**src/rtl/fifo_pkg.sv**
```systemverilog
// Shared types and constants for the FIFO-to-stream output stage.
// Holds the buffer state encoding and the optional transfer counter width.
package fifo_pkg;

  // Encoding doubles as the buffer occupancy count.
  typedef enum logic [1:0] {
    ST_EMPTY = 2'd0,
    ST_ONE   = 2'd1,
    ST_TWO   = 2'd2
  } state_t;

  localparam int XferCntWidth = 16;

  function automatic logic [1:0] level_of(input state_t st);
    logic [1:0] lvl;
    case (st)
      ST_EMPTY: lvl = 2'd0;
      ST_ONE:   lvl = 2'd1;
      ST_TWO:   lvl = 2'd2;
      default:  lvl = 2'd0;
    endcase
    return lvl;
  endfunction

endpackage

```
**src/rtl/fifo_stream_out.sv**
```systemverilog
// Drains a show-ahead FIFO into a valid/ready stream through a 2-entry main/skid buffer.
// Optional take counter output xfer_cnt when FIFO_STREAM_CNT_EN is defined.
module fifo_stream_out
  import fifo_pkg::*;
#(
  parameter int DataWidth = 32
) (
  input  logic                 clk,
  input  logic                 rst,
  input  logic                 fifo_empty,
  input  logic [DataWidth-1:0] fifo_rd_data,
  output logic                 fifo_rd_en,
  output logic                 m_valid,
  output logic [DataWidth-1:0] m_data,
  input  logic                 m_ready,
  output logic [1:0]           buf_level
`ifdef FIFO_STREAM_CNT_EN
  ,
  output logic [XferCntWidth-1:0] xfer_cnt
`endif
);

  state_t               state_r;
  state_t               state_nxt_s;
  logic [DataWidth-1:0] main_r;
  logic [DataWidth-1:0] skid_r;
  logic [DataWidth-1:0] main_nxt_s;
  logic [DataWidth-1:0] skid_nxt_s;
  logic                 pop_s;
  logic                 take_s;

  // Pop only from what the buffer can absorb regardless of m_ready, so no
  // combinational path exists from the sink back to the FIFO.
  assign pop_s      = !rst && !fifo_empty && (state_r != ST_TWO);
  assign take_s     = m_valid && m_ready;
  assign fifo_rd_en = pop_s;
  assign m_valid    = (state_r != ST_EMPTY);
  assign m_data     = main_r;
  assign buf_level  = level_of(state_r);

  // Next-state and buffer data selection.
  always_comb begin
    state_nxt_s = state_r;
    main_nxt_s  = main_r;
    skid_nxt_s  = skid_r;
    case (state_r)
      ST_EMPTY: begin
        if (pop_s) begin
          state_nxt_s = ST_ONE;
          main_nxt_s  = fifo_rd_data;
        end else begin
          state_nxt_s = ST_EMPTY;
        end
      end
      ST_ONE: begin
        if (pop_s && take_s) begin
          state_nxt_s = ST_ONE;
          main_nxt_s  = fifo_rd_data;
        end else if (pop_s) begin
          state_nxt_s = ST_TWO;
          skid_nxt_s  = fifo_rd_data;
        end else if (take_s) begin
          state_nxt_s = ST_EMPTY;
        end else begin
          state_nxt_s = ST_ONE;
        end
      end
      ST_TWO: begin
        if (take_s) begin
          state_nxt_s = ST_ONE;
          main_nxt_s  = skid_r;
        end else begin
          state_nxt_s = ST_TWO;
        end
      end
      default: begin
        state_nxt_s = ST_EMPTY;
        main_nxt_s  = {DataWidth{1'b0}};
        skid_nxt_s  = {DataWidth{1'b0}};
      end
    endcase
  end

  // State and buffer registers.
  always_ff @(posedge clk) begin
    if (rst) begin
      state_r <= ST_EMPTY;
      main_r  <= {DataWidth{1'b0}};
      skid_r  <= {DataWidth{1'b0}};
    end else begin
      state_r <= state_nxt_s;
      main_r  <= main_nxt_s;
      skid_r  <= skid_nxt_s;
    end
  end

`ifdef FIFO_STREAM_CNT_EN
  logic [XferCntWidth-1:0] xfer_cnt_r;

  // Take counter, wraps naturally at full scale.
  always_ff @(posedge clk) begin
    if (rst) begin
      xfer_cnt_r <= {XferCntWidth{1'b0}};
    end else if (take_s) begin
      xfer_cnt_r <= xfer_cnt_r + {{(XferCntWidth-1){1'b0}}, 1'b1};
    end else begin
      xfer_cnt_r <= xfer_cnt_r;
    end
  end

  assign xfer_cnt = xfer_cnt_r;
`endif

endmodule

```
**config.mk**
```make
export PLATFORM = sky130hd
export DESIGN_NAME = fifo_stream_out
export DESIGN_NICKNAME = d
export VERILOG_FILES = /design/src/rtl/fifo_pkg.sv /design/src/rtl/fifo_stream_out.sv
export SDC_FILE = /design/constraint.sdc
export NUM_CORES = 1
export LEC_CHECK = 0
export ABC_AREA = 1
export CAP_MARGIN = 20
export CORE_MARGIN = 5
export CORE_UTILIZATION = 52
export CTS_BUF_LIST = sky130_fd_sc_hd__clkbuf_8
export DETAILED_ROUTE_END_ITERATION = 10
export PLACE_DENSITY = 0.84
export SYNTH_ARGS = -nofsm -noshare
export SYNTH_HDL_FRONTEND = slang
export SYNTH_SLANG_ARGS = --single-unit
```
**constraint.sdc**
```tcl
create_clock -name clk -period 2.5 [get_ports clk]
set_clock_uncertainty 0.05 [all_clocks]
set_input_delay 0.75 -clock clk [delete_from_list [all_inputs] [get_ports clk]]
set_output_delay 0.75 -clock clk [all_outputs]
set_load 0.01 [all_outputs]
```
==> impl_metrics.ini, run 1 <==
[synth]
synth_flop_cell = dfxtp_1
synthTopCellsByArea = dfxtp_1, nand2_1, nor2_1
ys.warnings.count = 0
synth_most_common_cell = nand2_1
synth_nets = 518
synth_enable_flop_cells = 0
synth_area_sq_um = 3130
netlist.area_leader.share_pct = 42.3
ys_seq_area_share_pct = 42.3
synth.avg_cell_area_sq_um = 6.50
netlist_instances = 481
ys_ff_latch = 66
yosysUniqueCellTypes = 18
synthArstFlopShare_pct = 0
netlist_top_cells_count = nand2_1, nor2_1, dfxtp_1
synth.largest_area_cell = dfxtp_1

[routing]
via_count = 3213
firstDrtPassIters = 5
via_per_inst = 5.14
drtIter0Drc = 178
wl_um = 7820
ant_nets = 0
route.detailed.drc = 0
post_drt_wl_per_cell_um = 12.5

[critical_path]
startpoint_type = primary input
rrSetupSlack_ns = 0.49
cp_data_arrival_time_ns = 1.58
worstSetupPathType = in2out
path_max_fanout = 2
cp-end-kind = output port
cp.required_ns = 1.70

[power_and_ir_drop]
p_per_area_nw_per_um2 = 600
vdd_drop_max_uv = 468
p_leak_uw = 0.00187
total_power_uw = 2450

[floorplanning]
die_area_sq_um = 7660
die_h_um = 87.5
core_sq_um = 5890
std_cell_rows = 28
initial_utilization_pct = 53.1
die_w_um = 87.5
pin_count = 72

[clock_tree]
hold_buffers = 0
cts_made_buffers = 9
htree_levels = 3
cts.sinks = 66
cts.path.max_buffers = 2
cts_tree = built
clock_latency_ns = 0.33
postCtsSetupRepairBufs = 0
ctsRootBufferMaster = clkbuf_8
cts.clk_slew.worst_paths_ns = 0.07

[timing]
fin_tns_setup_ns = 0
period_share_pct = 95.1
fmax_ghz = 0.420
finalCriticalPeriod_ns = 2.38
worst_pin_slew_ns = 0.363
hold_viol = 0
setup_viol = 0
rsz0062_at_grt = no
slew_headroom_pct = 75.8
final_max_slew_viol_count = 0

[cells_and_area]
final_area_sq_um = 4090
drive_above_1_share_pct = 7.09
antenna_cells = 0
nFillCells = 515
stdcell_count = 625
nets = 583
area_growth_pct = 30.7
post-route-util_pct = 69.4

[placement]
portBuffers = 71
place_inst = 610
hpwl_um = 5150
place_congestion = 0.843
dpl_cell_area_sq_um = 3920

[global_route]
grt_pass1_wl_um = 13300
grt_pass1_vias = 2933
grt_max_degree = 35
grt_use_total_pct = 21.6
overflow = 0
antenna_found_initial = 0

[min_path]
hold_path.class = reg2reg

[outcome]
status = finished, final reports clean

[job]
max-cap-violations = 0
==> worst max-delay path: stages <==
cell             delay (ns)
clkdlybuf4s50_1        0.49
inv_1                  0.05
nand2_1                0.09
nor2_2                 0.05
buf_2                  0.14
==> stage by stage <==
step                      hold slack, ns  worst slack [ns]
after floorplan                    0.407             0.178
after global placement             0.414            -0.285
after detailed placement           0.421            -0.309
after CTS                          0.429          -0.00594
after global routing               0.448            0.0316
final                              0.429             0.122
==> state kept, by name (all words and copies together), names as in the netlist <==
| signal | count |
|---|---|
| skid_r | 32 |
| m_data | 32 |
| state_r | 2 |
==> routing by layer <==
metal | vias up | track usage, % | part of all wire, %
met5 | - | 0 | 0
met4 | 0 | 6.83 | 0.77
met3 | 8 | 4.26 | 6.0
met2 | 93 | 36.6 | 49
met1 | 1467 | 27.5 | 44
li1 | 1645 | - | -
==> power breakdown <==
group          internal [uW]  switching, uW
clock network            400            384
logic                    253            260
registers               1120           34.0
total                   1770            678
==> final timing paths <==
| kind | startpoint | endpoint | depth (start not counted) |
|---|---|---|---|
| worst min register to register | skid_r[15]$_SDFFE_PP0P_ | skid_r[15]$_SDFFE_PP0P_ | 2 |
| worst max-delay path | fifo_empty | fifo_rd_en | 5 |
| worst max register to register | state_r[1]$_SDFF_PP0_ | m_data[26]$_SDFFE_PP0P_ | 12 |
| worst min-delay path | skid_r[15]$_SDFFE_PP0P_ | skid_r[15]$_SDFFE_PP0P_ | 2 |
==> kinds of logic (layout without fill, tap and decap cells) <==
logic type,Yosys count,in the layout,synth area share (%)
buffers and inverters,74,143,10.4
flip-flops,66,66,42.3
AO/OA/AOI/OAI,35,35,5.60
AND/OR/NAND/NOR,305,305,41.3
adder cells (fa/ha/maj),1,1,0.400
==> cells in the final DEF, fill, tap and decap left out <==
master and count:
inv_2 3, dfxtp_1 66, nor2_1 67, o21ai_0 2, nand3_4 1, ha_1 1
a21oi_1 33, buf_4 13, nor2_2 4, clkdlybuf4s50_1 69, inv_1 38, clkbuf_8 11
clkinv_2 3, buf_12 3, clkinv_1 1, buf_2 1, nand3_1 35, dlymetal6s2s_1 1
nand4_1 32, nand2_1 166
==> layout make-up <==
class | count | area, sq um | area share (%)
Multi-Input combinational cell | 341 | 1480 | 36.2
Sequential cell | 66 | 1320 | 32.3
Timing Repair Buffer | 87 | 866 | 21.2
Inverter | 41 | 154 | 3.77
Clock buffer | 11 | 151 | 3.71
Tap cell | 75 | 93.8 | 2.30
Clock inverter | 4 | 18.8 | 0.459
==> timing repair <==
| action | CTS | global route |
|---|---|---|
| gates resized for setup | 3 | 4 |
| pin swaps | 0 | 1 |
| endpoints found under the setup margin | 2 | 3 |
| endpoints found under the hold margin | 0 | 0 |
Note: power is estimated with default switching activity, not from simulation.
==> run 2, diff against run 1 <==
--- a/config.mk
+++ b/config.mk
@@ -11,7 +11,7 @@
 export CORE_UTILIZATION = 52
 export CTS_BUF_LIST = sky130_fd_sc_hd__clkbuf_8
 export DETAILED_ROUTE_END_ITERATION = 10
-export PLACE_DENSITY = 0.84
+export PLACE_DENSITY = 0.8
 export SYNTH_ARGS = -nofsm -noshare
 export SYNTH_HDL_FRONTEND = slang
 export SYNTH_SLANG_ARGS = --single-unit
==> constraint.sdc (replaced) <==
create_clock -name clk -period 2.7 [get_ports clk]
set_clock_uncertainty 0.05 [all_clocks]
set_input_delay 0.81 -clock clk [delete_from_list [all_inputs] [get_ports clk]]
set_output_delay 0.81 -clock clk [all_outputs]
set_load 0.01 [all_outputs]
==> impl_metrics.ini, run 2 (synthesis results as in run 1) <==
[cells_and_area]
layout_commonest_cell = nand2_1
drive_above_1_share_pct = 7.05
final_cell_mix = nand2_1, clkdlybuf4s50_1, nor2_1
post-route-util_pct = 69.7
nets = 585
final_area_sq_um = 4100
area_growth_pct = 31.3
antenna_cells = 0

[clock_tree]
postCtsSetupRepairBufs = 0
cts.path.max_buffers = 2
cts_tree = built
cts.sinks = 66
hold_buffers = 0
clock_latency_ns = 0.33
cts.clk_slew.worst_paths_ns = 0.07
ctsRootBufferMaster = clkbuf_8
cts_made_buffers = 9
htree_levels = 3

[floorplanning]
std_cell_rows = 28
die_h_um = 87.5
die_area_sq_um = 7660
die_w_um = 87.5
pin_count = 72
initial_utilization_pct = 53.1
core_sq_um = 5890

[outcome]
status = finished, final reports clean

[timing]
fin_tns_setup_ns = 0
final_max_slew_viol_count = 0
fmax_ghz = 0.379
rsz0062_at_grt = no
finalCriticalPeriod_ns = 2.64
period_share_pct = 97.8
worst_pin_slew_ns = 0.421
setup_viol = 0
slew_headroom_pct = 71.8
hold_viol = 0
setup_ws_ns = 0.0588

[critical_path]
startpoint_type = primary input
cp_data_arrival_time_ns = 1.78
cp.required_ns = 1.84
worstSetupPathType = in2out
path_max_fanout = 2
cp-end-kind = output port

[power_and_ir_drop]
vdd_drop_max_uv = 332
p_leak_uw = 0.00185
p_per_area_nw_per_um2 = 567
total_power_uw = 2330

[placement]
place_ws_ns = -0.226
place_congestion = 0.794
portBuffers = 71
dpl_cell_area_sq_um = 3920
hpwl_um = 5200

[global_route]
antenna_found_initial = 0
grt_pass1_wl_um = 13300
grt_use_met3_pct = 4.73
grt_pass1_vias = 2925
grt_use_total_pct = 21.4
gr-usage-met2_pct = 34.6
overflow = 0
grt_max_degree = 37
grt_use_met1_pct = 28.5
top_usage_layer = met2

[routing]
drtIter0Drc = 219
firstDrtPassIters = 4
wl_um = 7730
via_count = 3264
post_drt_wl_per_cell_um = 12.3
ant_nets = 0
route.detailed.drc = 0
via_per_inst = 5.20

[job]
max-cap-violations = 0

[min_path]
hold_path.class = reg2reg
[run 2: timing repair]
action | 4_1_cts | 5_1_grt
endpoints found under the setup margin | 1 | 1
gates resized for setup | 1 | 1
pin swaps | 0 | 0
cloned | 0 | 0
[run 2: worst paths after layout]
check	from	slack, ns	cells past startpoint	to
max	rst	0.06	5	fifo_rd_en
min	skid_r[3]$_SDFFE_PP0P_	0.43	2	skid_r[3]$_SDFFE_PP0P_
max reg2reg	state_r[1]$_SDFF_PP0_	0.77	12	m_data[18]$_SDFFE_PP0P_
min reg2reg	skid_r[3]$_SDFFE_PP0P_	0.43	2	skid_r[3]$_SDFFE_PP0P_
[run 2: final cells by class]
type,count,area (sq um)
fill,526,1780
inverter,41,154
multi-input combinational,341,1480
clock inverter,7,61.3
tap,75,93.8
sequential,66,1320
timing repair buffer,89,871
clock buffer,9,124
[run 2: per-layer routing]
layer	up-vias	routed length, um
met1	1482	3480
met2	124	3580
li1	1648	-
met3	10	580
met4	0	91
met5	-	0
[run 2: metrics by stage]
| step | instances | hold slack [ns] |
|---|---|---|
| final | 628 | 0.434 |
| after global routing | 628 | 0.450 |
| after CTS | 628 | 0.434 |
| after detailed placement | 612 | 0.425 |
| after global placement | 612 | 0.417 |
| after floorplan | 481 | 0.407 |
[run 2: where the power goes]
| group | internal (uW) | switching [uW] | total, uW |
|---|---|---|---|
| sequential | 1040 | 31.5 | 1070 |
| clock | 416 | 371 | 788 |
| combinational | 235 | 236 | 471 |
[run 2: worst max-delay path: stages]
cell             delay, ns
clkdlybuf4s50_1       0.43
inv_2                 0.06
nand2_1               0.06
nor2_1                0.15
clkdlybuf4s15_1       0.26
